==> src/rtl/bus_arb_pkg.sv <==
// ----------------------------------------------------------------------------
// bus_arb_pkg
//   Shared types and constants for the basil register-bus master arbiter.
//   Contents:
//     arb_state_e  - arbiter FSM states (IDLE / GRANT / RELEASE)
//     BUS_AW       - bus address width
//     BUS_DW       - bus data width
//     MAX_MASTERS  - largest supported number of bus masters
//     OWNER_W      - width of a master index (OWNER output, RR pointer)
// ----------------------------------------------------------------------------
package bus_arb_pkg;

    typedef enum logic [1:0] {
        ST_IDLE    = 2'd0,
        ST_GRANT   = 2'd1,
        ST_RELEASE = 2'd2
    } arb_state_e;

    localparam int BUS_AW      = 32;
    localparam int BUS_DW      = 32;
    localparam int MAX_MASTERS = 4;
    localparam int OWNER_W     = $clog2(MAX_MASTERS);

endpackage

==> src/rtl/rr_pick.sv <==
// ----------------------------------------------------------------------------
// rr_pick
//   Combinational round-robin picker. Returns the first requester found when
//   scanning upward from the pointer, wrapping past the top master.
//   Ports:
//     req_i  in   N_MASTERS  request vector
//     ptr_i  in   OWNER_W    index of the highest-priority master
//     gnt_o  out  N_MASTERS  one-hot winner (all zero when no request)
//     idx_o  out  OWNER_W    index of the winner
//     any_o  out  1          at least one request present
// ----------------------------------------------------------------------------
module rr_pick
    import bus_arb_pkg::*;
#(
    parameter int N_MASTERS = 2
) (
    input  logic [N_MASTERS-1:0] req_i,
    input  logic [OWNER_W-1:0]   ptr_i,
    output logic [N_MASTERS-1:0] gnt_o,
    output logic [OWNER_W-1:0]   idx_o,
    output logic                 any_o
);

    localparam int IW = (N_MASTERS > 1) ? $clog2(N_MASTERS) : 1;

    logic [IW-1:0] cand;

    // Scan N candidates starting at the pointer; the first hit wins.
    always_comb begin
        gnt_o = '0;
        idx_o = '0;
        any_o = 1'b0;
        cand  = '0;
        for (int k = 0; k < N_MASTERS; k++) begin
            cand = IW'((int'(ptr_i) + k) % N_MASTERS);
            if (!any_o && req_i[cand]) begin
                any_o       = 1'b1;
                gnt_o[cand] = 1'b1;
                idx_o       = OWNER_W'(cand);
            end
        end
    end

endmodule

==> src/rtl/bus_master_arbiter.sv <==
// ----------------------------------------------------------------------------
// bus_master_arbiter
//   Shares the basil register bus between N_MASTERS masters. Round-robin
//   arbitration with ownership held for as long as M_REQ stays high, a
//   turnaround gap on every handover, read data routed back to the issuing
//   master, and a hold-time watchdog that forces a release.
//   Ports:
//     BUS_CLK / BUS_RST_N    clock, async active-low reset
//     M_REQ / M_GNT          per-master request, one-hot grant
//     M_ADD / M_DATA_WR      per-master address / write data (32 bits each)
//     M_RD / M_WR            per-master single-cycle strobes
//     M_DATA_RD / M_RD_VALID returned read data and one-hot valid
//     BUS_ADD / BUS_DATA_OUT bus address / write data
//     BUS_DATA_IN            bus read data
//     BUS_RD / BUS_WR        bus strobes
//     OWNER                  index of current/last owner
//     TIMEOUT_ERR / _CLR     sticky forced-release flag and its clear
// ----------------------------------------------------------------------------
module bus_master_arbiter
    import bus_arb_pkg::*;
#(
    parameter int N_MASTERS  = 2,
    parameter int RD_LATENCY = 1,
    parameter int MAX_HOLD   = 4096
) (
    input  logic                          BUS_CLK,
    input  logic                          BUS_RST_N,
    input  logic [N_MASTERS-1:0]          M_REQ,
    output logic [N_MASTERS-1:0]          M_GNT,
    input  logic [BUS_AW*N_MASTERS-1:0]   M_ADD,
    input  logic [BUS_DW*N_MASTERS-1:0]   M_DATA_WR,
    input  logic [N_MASTERS-1:0]          M_RD,
    input  logic [N_MASTERS-1:0]          M_WR,
    output logic [BUS_DW-1:0]             M_DATA_RD,
    output logic [N_MASTERS-1:0]          M_RD_VALID,
    output logic [BUS_AW-1:0]             BUS_ADD,
    output logic [BUS_DW-1:0]             BUS_DATA_OUT,
    input  logic [BUS_DW-1:0]             BUS_DATA_IN,
    output logic                          BUS_RD,
    output logic                          BUS_WR,
    output logic [OWNER_W-1:0]            OWNER,
    output logic                          TIMEOUT_ERR,
    input  logic                          TIMEOUT_CLR
);

    localparam int HOLD_W = $clog2(MAX_HOLD) + 1;

    arb_state_e                state_q, state_d;
    logic [N_MASTERS-1:0]      gnt_q, gnt_d;
    logic [OWNER_W-1:0]        owner_q, owner_d;
    logic [OWNER_W-1:0]        ptr_q, ptr_d;
    logic [HOLD_W-1:0]         holdCnt_q, holdCnt_d;
    logic [1:0]                relCnt_q, relCnt_d;
    logic                      timeoutErr_q, timeoutErr_d;
    logic [BUS_AW-1:0]         busAdd_q, busAdd_d;
    logic [BUS_DW-1:0]         busData_q, busData_d;
    logic                      busRd_q, busRd_d;
    logic                      busWr_q, busWr_d;
    logic [RD_LATENCY:0]       tagVld_q;
    logic [OWNER_W-1:0]        tagIdx_q [RD_LATENCY+1];
    logic [N_MASTERS-1:0]      rdValid_q, rdValid_d;
    logic [BUS_DW-1:0]         dataRd_q, dataRd_d;

    logic [N_MASTERS-1:0]      pickGnt;
    logic [OWNER_W-1:0]        pickIdx;
    logic                      pickAny;

    logic                      ownReq, ownRd, ownWr;
    logic [BUS_AW-1:0]         ownAdd;
    logic [BUS_DW-1:0]         ownData;
    logic                      holdHit;

    rr_pick #(.N_MASTERS(N_MASTERS)) u_pick (
        .req_i (M_REQ),
        .ptr_i (ptr_q),
        .gnt_o (pickGnt),
        .idx_o (pickIdx),
        .any_o (pickAny)
    );

    // Owner mux driven by the one-hot grant, so non-granted strobes never leak.
    always_comb begin
        ownReq  = 1'b0;
        ownRd   = 1'b0;
        ownWr   = 1'b0;
        ownAdd  = '0;
        ownData = '0;
        for (int i = 0; i < N_MASTERS; i++) begin
            if (gnt_q[i]) begin
                ownReq  = M_REQ[i];
                ownRd   = M_RD[i];
                ownWr   = M_WR[i];
                ownAdd  = M_ADD[BUS_AW*i +: BUS_AW];
                ownData = M_DATA_WR[BUS_DW*i +: BUS_DW];
            end
        end
    end

    assign holdHit = (MAX_HOLD != 0) && (holdCnt_q == HOLD_W'(MAX_HOLD - 1));

    always_comb begin
        state_d      = state_q;
        gnt_d        = gnt_q;
        owner_d      = owner_q;
        ptr_d        = ptr_q;
        holdCnt_d    = holdCnt_q;
        relCnt_d     = relCnt_q;
        timeoutErr_d = timeoutErr_q & ~TIMEOUT_CLR;
        busAdd_d     = busAdd_q;
        busData_d    = busData_q;
        busRd_d      = 1'b0;
        busWr_d      = 1'b0;
        case (state_q)
            ST_IDLE: begin
                if (pickAny) begin
                    gnt_d     = pickGnt;
                    owner_d   = pickIdx;
                    holdCnt_d = '0;
                    state_d   = ST_GRANT;
                end
            end
            ST_GRANT: begin
                // A write beats a simultaneous read; the read is dropped.
                busWr_d = ownWr;
                busRd_d = ownRd & ~ownWr;
                if (ownRd || ownWr) begin
                    busAdd_d = ownAdd;
                end
                if (ownWr) begin
                    busData_d = ownData;
                end
                if (holdCnt_q != '1) begin
                    holdCnt_d = holdCnt_q + HOLD_W'(1);
                end
                // Releasing owner moves to lowest priority via pointer = owner+1.
                if (!ownReq || holdHit) begin
                    gnt_d    = '0;
                    ptr_d    = OWNER_W'((int'(owner_q) + 1) % N_MASTERS);
                    relCnt_d = '0;
                    state_d  = ST_RELEASE;
                    if (ownReq) begin
                        timeoutErr_d = 1'b1;
                    end
                end
            end
            ST_RELEASE: begin
                // RD_LATENCY+1 quiet cycles so the last read drains before handover.
                if (relCnt_q == 2'(RD_LATENCY)) begin
                    state_d = ST_IDLE;
                end else begin
                    relCnt_d = relCnt_q + 2'd1;
                end
            end
            default: state_d = ST_IDLE;
        endcase
    end

    // Read return: the tag emerging from the pipe selects which master sees valid.
    always_comb begin
        rdValid_d = '0;
        dataRd_d  = dataRd_q;
        if (tagVld_q[RD_LATENCY]) begin
            dataRd_d = BUS_DATA_IN;
            for (int i = 0; i < N_MASTERS; i++) begin
                rdValid_d[i] = (tagIdx_q[RD_LATENCY] == OWNER_W'(i));
            end
        end
    end

    always_ff @(posedge BUS_CLK or negedge BUS_RST_N) begin
        if (!BUS_RST_N) begin
            state_q      <= ST_IDLE;
            gnt_q        <= '0;
            owner_q      <= '0;
            ptr_q        <= '0;
            holdCnt_q    <= '0;
            relCnt_q     <= '0;
            timeoutErr_q <= 1'b0;
            busAdd_q     <= '0;
            busData_q    <= '0;
            busRd_q      <= 1'b0;
            busWr_q      <= 1'b0;
            rdValid_q    <= '0;
            dataRd_q     <= '0;
            tagVld_q     <= '0;
            for (int s = 0; s <= RD_LATENCY; s++) begin
                tagIdx_q[s] <= '0;
            end
        end else begin
            state_q      <= state_d;
            gnt_q        <= gnt_d;
            owner_q      <= owner_d;
            ptr_q        <= ptr_d;
            holdCnt_q    <= holdCnt_d;
            relCnt_q     <= relCnt_d;
            timeoutErr_q <= timeoutErr_d;
            busAdd_q     <= busAdd_d;
            busData_q    <= busData_d;
            busRd_q      <= busRd_d;
            busWr_q      <= busWr_d;
            rdValid_q    <= rdValid_d;
            dataRd_q     <= dataRd_d;
            tagVld_q[0]  <= busRd_d;
            tagIdx_q[0]  <= owner_q;
            for (int s = 1; s <= RD_LATENCY; s++) begin
                tagVld_q[s] <= tagVld_q[s-1];
                tagIdx_q[s] <= tagIdx_q[s-1];
            end
        end
    end

    assign M_GNT        = gnt_q;
    assign OWNER        = owner_q;
    assign TIMEOUT_ERR  = timeoutErr_q;
    assign BUS_ADD      = busAdd_q;
    assign BUS_DATA_OUT = busData_q;
    assign BUS_RD       = busRd_q;
    assign BUS_WR       = busWr_q;
    assign M_RD_VALID   = rdValid_q;
    assign M_DATA_RD    = dataRd_q;

endmodule

==> config.mk <==
export PLATFORM = sky130hd
export DESIGN_NAME = bus_master_arbiter
export DESIGN_NICKNAME = d
export VERILOG_FILES = /design/src/rtl/bus_arb_pkg.sv /design/src/rtl/rr_pick.sv /design/src/rtl/bus_master_arbiter.sv
export SDC_FILE = /design/constraint.sdc
export NUM_CORES = 1
export LEC_CHECK = 0
export CORE_MARGIN = 8
export CORE_UTILIZATION = 45
export CTS_BUF_LIST = sky130_fd_sc_hd__clkbuf_2 sky130_fd_sc_hd__clkbuf_4 sky130_fd_sc_hd__clkbuf_8
export DETAILED_ROUTE_END_ITERATION = 16
export PLACE_DENSITY = 0.89
export SYNTH_ARGS = -nofsm -noshare
export SYNTH_HDL_FRONTEND = slang
export SYNTH_SLANG_ARGS = --single-unit
==> constraint.sdc <==
create_clock -name BUS_CLK -period 5.2 [get_ports BUS_CLK]
set_clock_uncertainty 0.2 [all_clocks]
set_input_delay 1.3 -clock BUS_CLK [delete_from_list [all_inputs] [get_ports BUS_CLK]]
set_output_delay 1.3 -clock BUS_CLK [all_outputs]
set_load 0.01 [all_outputs]
# ---- Word level (Yosys, flattened, before mapping)
# Cells that the tools add are included.
# Widths: inputs -> output; s select.
dict set report word_totals {
  regBits 129
}
dict set report op_classes {
  eq_ne 11
  bitwise 5
  mux 42
  magnitude_cmp 4
  reduce_logical 19
  addsub 4
}
# op n
set ops {}
lappend ops {{$mux 32} 4}
lappend ops {{$mux 13} 2}
lappend ops {{$pmux 13 s2} 1}
lappend ops {{$mux 1} 20}
lappend ops {{$mux 2} 10}
lappend ops {{$add 13x1->13 const B} 1}
lappend ops {{$eq 13x12->1 const B} 1}
lappend ops {{$ne 13x13->1 const B} 1}
lappend ops {{$reduce_and 3->1} 4}
lappend ops {{$ne 2x2->1 const B} 5}
lappend ops {{$pmux 2 s2} 2}
lappend ops {{$reduce_and 2->1} 4}
lappend ops {{$eq 2x1->1 const B} 3}
lappend ops {{$pmux 2 s3} 1}
lappend ops {{$logic_not 2->1} 2}
lappend ops {{$lt 1x2->1 const B} 2}
lappend ops {{$reduce_bool 2->1} 2}
lappend ops {{$logic_and 1x1->1} 3}
lappend ops {{$add 1x1->1 const B} 2}
lappend ops {{$add 2x1->2 const B} 1}
lappend ops {{$and 1x1->1} 2}
lappend ops {{$demux 1 s1} 2}
lappend ops {{$eq 2x2->1 const B} 1}
lappend ops {{$ge 1x1->1 const B} 2}
lappend ops {{other kinds (4)} 7}

# ---- Depth between registers and ports, before layout
dict set report depth {
  word_depth 9
  depth_mapped 8
  depth_no_buf 5
}

# ---- Hierarchy
# A second synthesis with hierarchy kept.
dict set report hier_totals {
  cells_unflattened 504
  area_unflattened_um2 5546.6
}
# mod area_per_inst_um2 instances cells_per_inst
set modules_own_cells {}
lappend modules_own_cells {bus_master_arbiter 5502.8 1 497}
lappend modules_own_cells {rr_pick 43.8 1 7}

# ---- Least setup slack after synthesis
# No wires, ideal clock.
dict set report synth_path {
  path_type {input port to flip-flop}
  startpoint {in M_REQ[1]}
  endpoint {reg holdCnt_q[10]}
  path_stages 4
  path_slack_ps 2566
  arrival_time_ps 2308
  setup_ps 126
  path_cell_list {clkbuf_1 nor3_1 a311o_1 a221o_1}
}
dict set report synth_between {
  elab_chain_len 8
  elab_cells_between_ends 10
  classes_between {eq/ne: 1; mux: 6; reduce/logical: 3}
}
# element line
set synth_rtl {}
lappend synth_rtl {{from (decl)} bus_master_arbiter.sv:28} ;# input logic [N_MASTERS-1:0] M_REQ,
lappend synth_rtl {{$mux 1 (implied by the code) (2 in a row)} rr_pick.sv:36} ;# if (!any_o && req_i[cand]) begin
lappend synth_rtl {{$mux 1} rr_pick.sv:36}
lappend synth_rtl {{$logic_not 1->1} rr_pick.sv:36}
lappend synth_rtl {{$logic_and 1x1->1} rr_pick.sv:36}
lappend synth_rtl {{$mux 1 *} rr_pick.sv:36}
lappend synth_rtl {{$ne 2x2->1 (no source line) *} -}
lappend synth_rtl {{$reduce_and 3->1 (no source line) *} -}
lappend synth_rtl {{to (signal assigned)} bus_master_arbiter.sv:194} ;# holdCnt_q <= holdCnt_d;
lappend synth_rtl {{to (decl)} bus_master_arbiter.sv:52} ;# logic [HOLD_W-1:0] holdCnt_q, holdCnt_d;
# Mark *: on every way between the ends. The rest lies on a longest branch, timed or not. The select of a mux whose other input is x is not followed.
# A chain may end at the register's enable or synchronous reset.

# ---- Worst setup path after layout
dict set report layout_path {
  startpoint {in M_WR[0]}
  endpoint {reg busAdd_q[5], in the netlist BUS_ADD[5]}
}
dict set report layout_between {
  elab_chain_len 4
}
# element line
set layout_rtl {}
lappend layout_rtl {{from (decl)} bus_master_arbiter.sv:33} ;# input logic [N_MASTERS-1:0] M_WR,
lappend layout_rtl {{$mux 1 (2 in a row)} bus_master_arbiter.sv:89} ;# if (gnt_q[i]) begin
lappend layout_rtl {{$logic_or 1x1->1} bus_master_arbiter.sv:126} ;# if (ownRd || ownWr) begin
lappend layout_rtl {{$reduce_and 2->1 (no source line)} -}
lappend layout_rtl {{to (signal assigned)} bus_master_arbiter.sv:197} ;# busAdd_q <= busAdd_d;
lappend layout_rtl {{to (decl)} bus_master_arbiter.sv:55} ;# logic [BUS_AW-1:0] busAdd_q, busAdd_d;
# Every way passes these cells.

==> results_tabular.tex <==
\begin{tabular}{lr}
\hline
Metric & Value \\
\hline
\multicolumn{2}{l}{\textbf{STA}} \\
Share of the clock period used by the worst path after layout & 61.5\% \\
Final-report setup violation count & 0 \\
RSZ-0062 raised after global routing & no \\
Final max-slew violation count & 0 \\
Post-layout min period & 3.20 ns \\
Post-route worst hold slack & 0.170 ns \\
Max frequency & approximately 310 MHz \\
Sum of negative setup slack & 0 ns \\
Max transition margin & 49.3\% \\
Hold Violations, Final & 0 \\
Slew at the pin closest to its max-slew limit & 0.759 ns \\
\multicolumn{2}{l}{\textbf{Clock network}} \\
TritonCTS clock tree & done \\
\# resized after CTS & 0 \\
Post-CTS setup-driven buffer insertion count & 0 \\
Number of buffers between clock root and the deepest sink & 2 \\
Hold-fix buffers at CTS & 0 \\
Buffer type at the clock tree root & clkbuf\_8 \\
Number of clock sinks & between 100 and 150 \\
H-tree Lvls & 4 \\
Clk\_lat worst skew & approximately 0.42 ns \\
Clock transition at the register clock pins on the worst setup and hold paths after CTS & 0.07 ns \\
Number of buffers inserted during clock tree synthesis & 17 \\
\multicolumn{2}{l}{\textbf{Finish}} \\
Most common cell after layout, fill and taps aside & clkdlybuf4s50\_1 \\
Fillcell total & 841 \\
\# nets final & just over 900 \\
Post-Route Utilization & 71.8\% \\
Proportion of layout cells with a drive suffix above 1 & 9.84\% \\
Most frequent cells in the layout & clkdlybuf4s50\_1 (271), dfrtp\_1 (124), nor2\_1 (75) \\
Area growth, synth to finish & 57.5\% \\
N\_diodes & 0 \\
\multicolumn{2}{l}{\textbf{Drt}} \\
Post-detailed-routing wire length & 18.3 mm \\
Routed met2 length & approximately 9.4 mm \\
Initial DRC Count & 390 \\
Total DRC errors in the routed layout & 0 \\
DRT Pass-1 Iters & 4 \\
Post-route antenna net violation count & 0 \\
Average wire per cell in the routed design & 19.9 um \\
Met3 Routed Length & 1.57 mm \\
WL met1 & approximately 7 mm \\
Vias after detailed routing & 4984 \\
Detailed-route vias per instance & approximately 5.4 \\
Highest layer used for signal routing & met4 \\
\multicolumn{2}{l}{\textbf{Synthesis}} \\
Number of synthesized flops with an enable pin & 0 \\
Async set-reset flop share out of synthesis & between 90\% and 100\% \\
Adder-cell area share of the yosys netlist & 0.461\% \\
Fraction of the mapped netlist area in compound gates & 20.0\% \\
Synth cell types & 45 \\
Main combinational cell family by area after synthesis & compound AO/OA/AOI/OAI gates \\
Nets in the synthesized netlist & 674 \\
Multiplexer share of the synthesized area & 7.21\% \\
Xor-xnor portion of the synthesized cell area & 0.323\% \\
FF+latch count, synth & between 100 and 150 \\
Post-synthesis instance total & between 500 and 600 \\
Sequential cell area fraction in the yosys report & 57.6\% \\
Most common flop cell mapped by yosys & dfrtp\_1 \\
Area share of and/or/nand/nor cells after synthesis & 9.89\% \\
Post-Synthesis Mean Instance Area & 10.8 sq um \\
Syn Std Cell Area & 5430 sq um \\
Yosys Warn Count & 0 \\
\multicolumn{2}{l}{\textbf{Power}} \\
Static Leakage & approximately 3.5 nW \\
Areal power density over the cells & 558 nW/um\^{}2 \\
Maximum vdd ir drop & 0.317 mV \\
\multicolumn{2}{l}{\textbf{Worst setup path}} \\
Cell type group with the largest total delay on the critical path & buffers and inverters \\
Worst Path Required & 5.34 ns \\
Critical Path AT & 3.33 ns \\
Slowest stage delay, CP & a little over 0.6 ns \\
Category of the worst setup path launch point & input port \\
Crit Path Class & input port to flip-flop \\
Cells along the critical path & clkdlybuf4s50\_1 > nand3b\_1 > a41oi\_4 > buf\_4 > nor2\_1 > a21oi\_1 \\
Kind of end point of the critical path & flip-flop \\
Buffers \& Inverters on Critical Path & 2 \\
Largest driver fanout on the critical path & between 40 and 50 \\
Library cell contributing the largest single delay on the critical path & a41oi\_4 \\
\multicolumn{2}{l}{\textbf{Floorplan}} \\
FP Rows & 40 \\
Die boundary width & 126 um \\
Initial cell density of the core & $\sim$46\% \\
Die area & 15800 sq um \\
IO Pins & 274 \\
Core ar. & 11900 sq um \\
DIE HEIGHT & 126 um \\
\multicolumn{2}{l}{\textbf{GRT}} \\
Total congestion overflow & 0 \\
Global-route wire length before repair & 29.0 mm \\
Number of antenna violations at the first check in global routing & 0 \\
Global-route usage over all layers & 23.3\% \\
Vias in the first global route & 5274 \\
Maximum number of pins on one net before global-route repair & 66 \\
\multicolumn{2}{l}{\textbf{Hold path}} \\
Min-Delay Path Class & flip-flop to flip-flop \\
\multicolumn{2}{l}{\textbf{Placed design}} \\
HPWL reported at the end of detailed placement & 14.2 mm \\
Final weighted congestion in routability-driven placement & approximately 0.87 \\
Count of buffers inserted at the top-level ports & $\sim$270 \\
\multicolumn{2}{l}{\textbf{Run status}} \\
Result of the run & finished clean \\
\multicolumn{2}{l}{\textbf{Flow run}} \\
Max-cap violations & 0 \\
\hline
\end{tabular}
## sequential cells by signal, indices dropped and copies added, names as in the netlist
signal        cells
BUS_ADD          32
BUS_DATA_OUT     32
M_DATA_RD        32
holdCnt_q        13
M_GNT             2
M_RD_VALID        2
relCnt_q          2
state_q           2
tagIdx_q          2
tagVld_q          2
BUS_WR            1
OWNER             1
TIMEOUT_ERR       1
ptr_q             1
## path summary, 6_finish.rpt
kind / startpoint / endpoint / slack, ns / depth (start not counted)
min in group asynchronous: BUS_RST_N / M_DATA_RD[31]$_DFFE_PN0P_ / 0.70 / 1
worst max register to register: state_q[1]$_DFFE_PN0P_ / BUS_ADD[5]$_DFFE_PN0P_ / 2.43 / 5
max in group asynchronous: BUS_RST_N / M_DATA_RD[26]$_DFFE_PN0P_ / 3.14 / 2
worst max-delay path: M_WR[0] / BUS_ADD[5]$_DFFE_PN0P_ / 2.00 / 6
worst min register to register: tagIdx_q[2]$_DFF_PN0_ / tagIdx_q[0]$_DFF_PN0_ / 0.17 / 0
worst min-delay path: tagIdx_q[2]$_DFF_PN0_ / tagIdx_q[0]$_DFF_PN0_ / 0.17 / 0
## cell type report
cell class	count	area, sq um	share of cell area, %
Clock buffer	27	334	3.91
Clock inverter	2	10.0	0.117
Inverter	10	37.5	0.439
Multi-Input combinational cell	329	2080	24.3
Sequential cell	125	3130	36.6
Tap cell	147	184	2.15
Timing Repair Buffer	279	2770	32.4
## cell usage after synthesis (3+ instances only)
cell	number	area [sq um]
a21boi_0	3	22.5
a21oi_1	73	365
a22oi_1	64	480
a2bb2oi_1	3	26.3
buf_1	3	11.3
buf_2	14	70.1
buf_4	4	30.0
buf_6	3	33.8
clkbuf_1	15	56.3
dfrtp_1	125	3130
inv_1	10	37.5
mux2_2	33	372
nand2_1	15	56.3
nand3_1	7	35.0
nand4_1	3	18.8
nor2_1	75	282
nor2b_1	3	18.8
nor3_1	6	30.0
o21ai_0	6	30.0
## kinds of logic (layout without fill, tap and decap cells)
| group | count (synthesis) | in the layout |
|---|---|---|
| AO/OA/AOI/OAI | 166 | 166 |
| XOR/XNOR | 2 | 2 |
| flip-flops | 125 | 125 |
| adder cells (fa/ha/maj) | 2 | 2 |
| AND/OR/NAND/NOR | 123 | 123 |
| multiplexers | 35 | 35 |
| buffers and inverters | 49 | 318 |
| other | 1 | 1 |
## where the power goes
part / leakage, nW / switching [mW] / internal, mW
clock network: 0.186 / 0.336 / 0.403
registers: 1.51 / 0.289 / 1.42
logic: 1.76 / 1.10 / 1.22
## layer usage
layer,vias to the layer above,track usage [%]
met4,0,6.23
met5,-,0
met3,22,8.86
met1,2417,25.7
met2,221,41.2
li1,2324,-
## metrics by stage
stage | instance area [sq um] | total power [mW] | setup WS [ns] | instances
floorplan | 5430 | 2.77 | 2.57 | 503
global placement | 8200 | 3.94 | 1.71 | 890
finish | 8550 | 4.77 | 2.00 | 919
CTS | 8550 | 4.83 | 1.99 | 919
global route | 8550 | 5.07 | 1.86 | 919
detailed placement | 8200 | 4.07 | 1.57 | 890
Note: power is estimated with default switching activity, not from simulation.
==> variant 1 (same settings) <==
The 3 states of `arb_state_e` get a one-hot encoding in 3 bits.
--- a/src/rtl/bus_arb_pkg.sv
+++ b/src/rtl/bus_arb_pkg.sv
@@ -11,8 +11,8 @@
 package bus_arb_pkg;
 
-    typedef enum logic [1:0] {
-        ST_IDLE    = 2'd0,
-        ST_GRANT   = 2'd1,
-        ST_RELEASE = 2'd2
+    typedef enum logic [2:0] {
+        ST_IDLE    = 3'b001,
+        ST_GRANT   = 3'b010,
+        ST_RELEASE = 3'b100
     } arb_state_e;
 
Formal check against the unedited RTL: same outputs for any inputs over 4 cycles, from zero or initial values and one cycle with BUS_RST_N low; so few cycles prove little.
==> variant 1 against the original RTL <==
Sequential cell count increased by 1. Area after synthesis is 0.90% higher. First-iteration DRC count up 54%. Cell area up 1.2%. Wire length rose by 1.7%. Total power shrank 4.3%. Worst setup slack got worse by 0.16 ns. Critical path depth down 5. Critical path type is now reg2out. Critical endpoint is now M_GNT[1]. Largest cell class unchanged. Highest routed layer unchanged.
==> variant 1: results (changes against the original RTL) <==
Parameter                              Value

Place
  Routability Congestion    0.8356 (was 0.8703)

Detailed routing
  Routed met2 length    9.456 mm (was 9.432 mm)
  Total routed wire length on the met1 layer    6.984 mm (was 6.985 mm)
  Number of vias per cell    5.526 (was 5.423)
  Routed met3 length    1.628 mm (was 1.567 mm)
  Average wire per standard cell    20.20 um (was 19.91 um)

Global routing
  Via count of the first global-routing pass    5,355 (was 5,274)
  Global-route wire length before repair    29.03 mm (was 28.98 mm)
  Met1 Resource Use GR    0.2464 (was 0.2566)
  Met3 Use GR    0.08379 (was 0.08861)

Synth
  Fraction of the yosys area taken by sequential cells    0.5758 (was 0.5762)
  Number of cells produced by synthesis    498 (was 503)
  Adder-cell share of the synthesized area    0.004568 (was 0.004609)
  Synth cell count leaders    sky130_fd_sc_hd__dfrtp_1, sky130_fd_sc_hd__a21oi_1, sky130_fd_sc_hd__nor2_1 (was sky130_fd_sc_hd__dfrtp_1, sky130_fd_sc_hd__nor2_1, sky130_fd_sc_hd__a21oi_1)
  Fraction of synthesized cell area in xor and xnor cells    0.004797 (was 0.003227)

Power
  Internal power    0.002964 W (was 0.003045 W)
  Maximum resistive drop on vdd    0.3177 mV (was 0.3172 mV)

Setup path
  Data arrival, critical path    1.86 ns (was 3.33 ns)
  Cell with the largest stage delay on the worst path    sky130_fd_sc_hd__dfrtp_2 (was sky130_fd_sc_hd__a41oi_4)
  Critical Path Fanout Max    30 (was 45)

Layout
  Fill cell count    832 (was 841)
  Signal inverters    6 (was 10)
  Clk_buf instances    30 (was 27)
  Multi-input logic portion of the cell area    0.2488 (was 0.2434)
  Number of multi-input logic gates    331 (was 329)
  Non-filler cells, final    921 (was 919)

Run status
  Outcome    finished clean (unchanged)

Floorplanning
  Core Area    11,960 um2 (was 11,910 um2)
variant 1: final timing paths:
path                              from               end  slack, ns  cells past startpoint
max                           M_GNT[1]          M_GNT[1]       1.84                      1
min                        tagIdx_q[2]       tagIdx_q[0]       0.15                      0
max reg2reg                   M_GNT[1]  BUS_DATA_OUT[24]       2.47                      5
min reg2reg                tagIdx_q[2]       tagIdx_q[0]       0.15                      0
max in group asynchronous    BUS_RST_N  BUS_DATA_OUT[30]       3.00                      2
min in group asynchronous    BUS_RST_N          OWNER[0]       0.87                      1
variant 1: metrics by stage:
step	total power (W)	util	worst slack, ns	hold slack, ns
finish	0.004567	0.7235	1.840	0.1475
floorplan	0.002592	-	2.707	0.1312
global route	0.004838	0.7235	1.748	0.1635
detailed placement	0.003813	0.6929	1.591	0.1381
CTS	0.004610	0.7235	1.784	0.1506
global placement	0.003701	0.6929	1.713	0.1359
==> variant 2 (same settings) <==
Made on the original files. `RD_LATENCY`: 1 -> 2. Comments in the files are not updated.
--- a/src/rtl/bus_master_arbiter.sv
+++ b/src/rtl/bus_master_arbiter.sv
@@ -21,5 +21,5 @@
 #(
     parameter int N_MASTERS  = 2,
-    parameter int RD_LATENCY = 1,
+    parameter int RD_LATENCY = 2,
     parameter int MAX_HOLD   = 4096
 ) (
Function: changed (Yosys sat finds a counterexample within 10 cycles, from zero or initial values and one cycle with BUS_RST_N low).
==> variant 2 against the original RTL <==
Total power grew 0.48%. Worst setup slack improved by 0.22 ns. Synthesized cell count decreased by 0.20%. Area after synthesis is 0.88% higher. Wire length is 2.5% lower. Cell area up 1.3%. Sequential cell count is 2 higher. Count of clock-buffer cells in the layout is 1 lower.
==> variant 2: results (changes against the original RTL) <==
Parameter                              Value

Place
  Placement Cell Area    8252 um2 (was 8204 um2)
  Number of instances in the placed design    887 (was 890)
  Routability Congestion    0.8019 (was 0.8703)
  HPWL Detailed    13.72 mm (was 14.22 mm)

Setup path
  Worst-case reg-to-reg path depth    6 (was 5)
  Cell with the largest stage delay on the worst path    sky130_fd_sc_hd__clkdlybuf4s50_1 (was sky130_fd_sc_hd__a41oi_4)
  Critical Path Fanout Max    6 (was 45)
  Start of the worst register-to-register path    M_GNT[1] (was state_q[1])
  R2R Path End    BUS_ADD[31] (was BUS_ADD[5])
  Slack of the worst reg-to-reg path    2.54 ns (was 2.43 ns)
  Largest stage delay on the critical path    0.58 ns (was 0.62 ns)

Detailed routing
  Post-route ant nets    0 (unchanged)
  Number of vias per cell    5.492 (was 5.423)
  DR vias    5,042 (was 4,984)
  Number of iterations in the first detailed-routing pass    5 (was 4)
  WL final    17.83 mm (was 18.30 mm)

Synth
  Compound-Gate Fraction of Synth Area    0.1960 (was 0.2003)
  Largest cells by area after synthesis    sky130_fd_sc_hd__dfrtp_1, sky130_fd_sc_hd__a22oi_1, sky130_fd_sc_hd__a21oi_1 (was sky130_fd_sc_hd__dfrtp_1, sky130_fd_sc_hd__a22oi_1, sky130_fd_sc_hd__mux2_2)
  Fraction of the yosys area taken by sequential cells    0.5803 (was 0.5762)
  Fraction of synthesized cell area in xor and xnor cells    0.001599 (was 0.003227)
  Post-Syn Nets    673 (was 674)
  Number of cells produced by synthesis    502 (was 503)
  Synth cell count leaders    sky130_fd_sc_hd__dfrtp_1, sky130_fd_sc_hd__a21oi_1, sky130_fd_sc_hd__nor2_1 (was sky130_fd_sc_hd__dfrtp_1, sky130_fd_sc_hd__nor2_1, sky130_fd_sc_hd__a21oi_1)
  Adder-cell share of the synthesized area    0.004569 (was 0.004609)
  Number of warnings printed during yosys synthesis    0 (unchanged)
  Share of cell area taken by muxes after synthesis    0.07311 (was 0.07214)

Layout
  Fill cell count    804 (was 841)
  Proportion of layout cells with a drive suffix above 1    0.1038 (was 0.09845)
  Final-stage net count    930 (was 933)

Clock network
  Resized Gates After CTS    0 (unchanged)
  Post-CTS Setup Bufs    0 (unchanged)
  Buffer depth of the longest clock path    2 (unchanged)

Global routing
  Maximum number of pins on one net before global-route repair    73 (was 66)
  Global-route wire length before repair    28.26 mm (was 28.98 mm)
  Total GRT Usage    0.2242 (was 0.2326)

STA
  Post-route worst hold slack    0.1676 ns (was 0.1698 ns)

Power
  Maximum resistive drop on vdd    0.2847 mV (was 0.3172 mV)
  LEAKAGE    3.497 nW (was 3.461 nW)

Run status
  Outcome    finished clean (unchanged)
-- variant 2: changes by cell type in the layout (fill, tap and decap cells not counted), sizes merged, moves of 3 or more --
cell     delta
nor2        -4
a21oi       +3
a31oi       +3
nor3        -6
inv         -4
a2bb2oi     -3
o21ai       -3
nand2       +4
a21boi      -3
nand4       +4
-- variant 2: cell families (layout without fill, tap and decap cells) --
kind of cell             count (synthesis)  after routing
buffers and inverters                   46            315
AND/OR/NAND/NOR                        124            124
adder cells (fa/ha/maj)                  2              2
AO/OA/AOI/OAI                          165            165
flip-flops                             127            127
multiplexers                            36             36
XOR/XNOR                                 1              1
other                                    1              1
-- variant 2: power by group --
part           switching (W)  internal [W]  total (W)
Sequential          0.000287       0.00143    0.00172
Clock               0.000362      0.000508   0.000870
Combinational        0.00103       0.00118    0.00220
Total                0.00167       0.00312    0.00479
-- variant 2: worst max path at each step --
stage / start / to / cells after the start
4_1_cts: M_GNT[0] / M_GNT[0] / 1
6_report: M_GNT[0] / M_GNT[0] / 1
3_3_place_gp: M_WR[0] / BUS_ADD[0] / 6
5_1_grt: M_GNT[0] / M_GNT[0] / 1
3_5_place_dp: M_WR[0] / BUS_ADD[25] / 6
2_1_floorplan: M_REQ[0] / holdCnt_q[7] / 4
-- variant 2: cell type report --
class                           count  area [um2]  share of cell area
Tap cell                          147       183.9             0.02123
Clock inverter                      5       77.57            0.008956
Inverter                            6       22.52            0.002600
Multi-Input combinational cell    329        2101              0.2425
Timing Repair Buffer              278        2765              0.3192
Clock buffer                       26       332.8             0.03842
Sequential cell                   127        3179              0.3670
-- variant 2: metrics by stage --
stage	worst slack, ns	total power [W]
floorplan	2.708	0.002710
global placement	2.016	0.003834
detailed placement	1.883	0.003954
CTS	2.197	0.004842
global route	2.151	0.005097
finish	2.219	0.004793
-- variant 2: routing by layer --
layer	GRT usage	wire length, um	vias to the layer above
met5	0	0	-
met4	0.08705	450	0
met3	0.08504	1542	37
met2	0.3829	8873	264
met1	0.2487	6967	2415
li1	-	-	2326
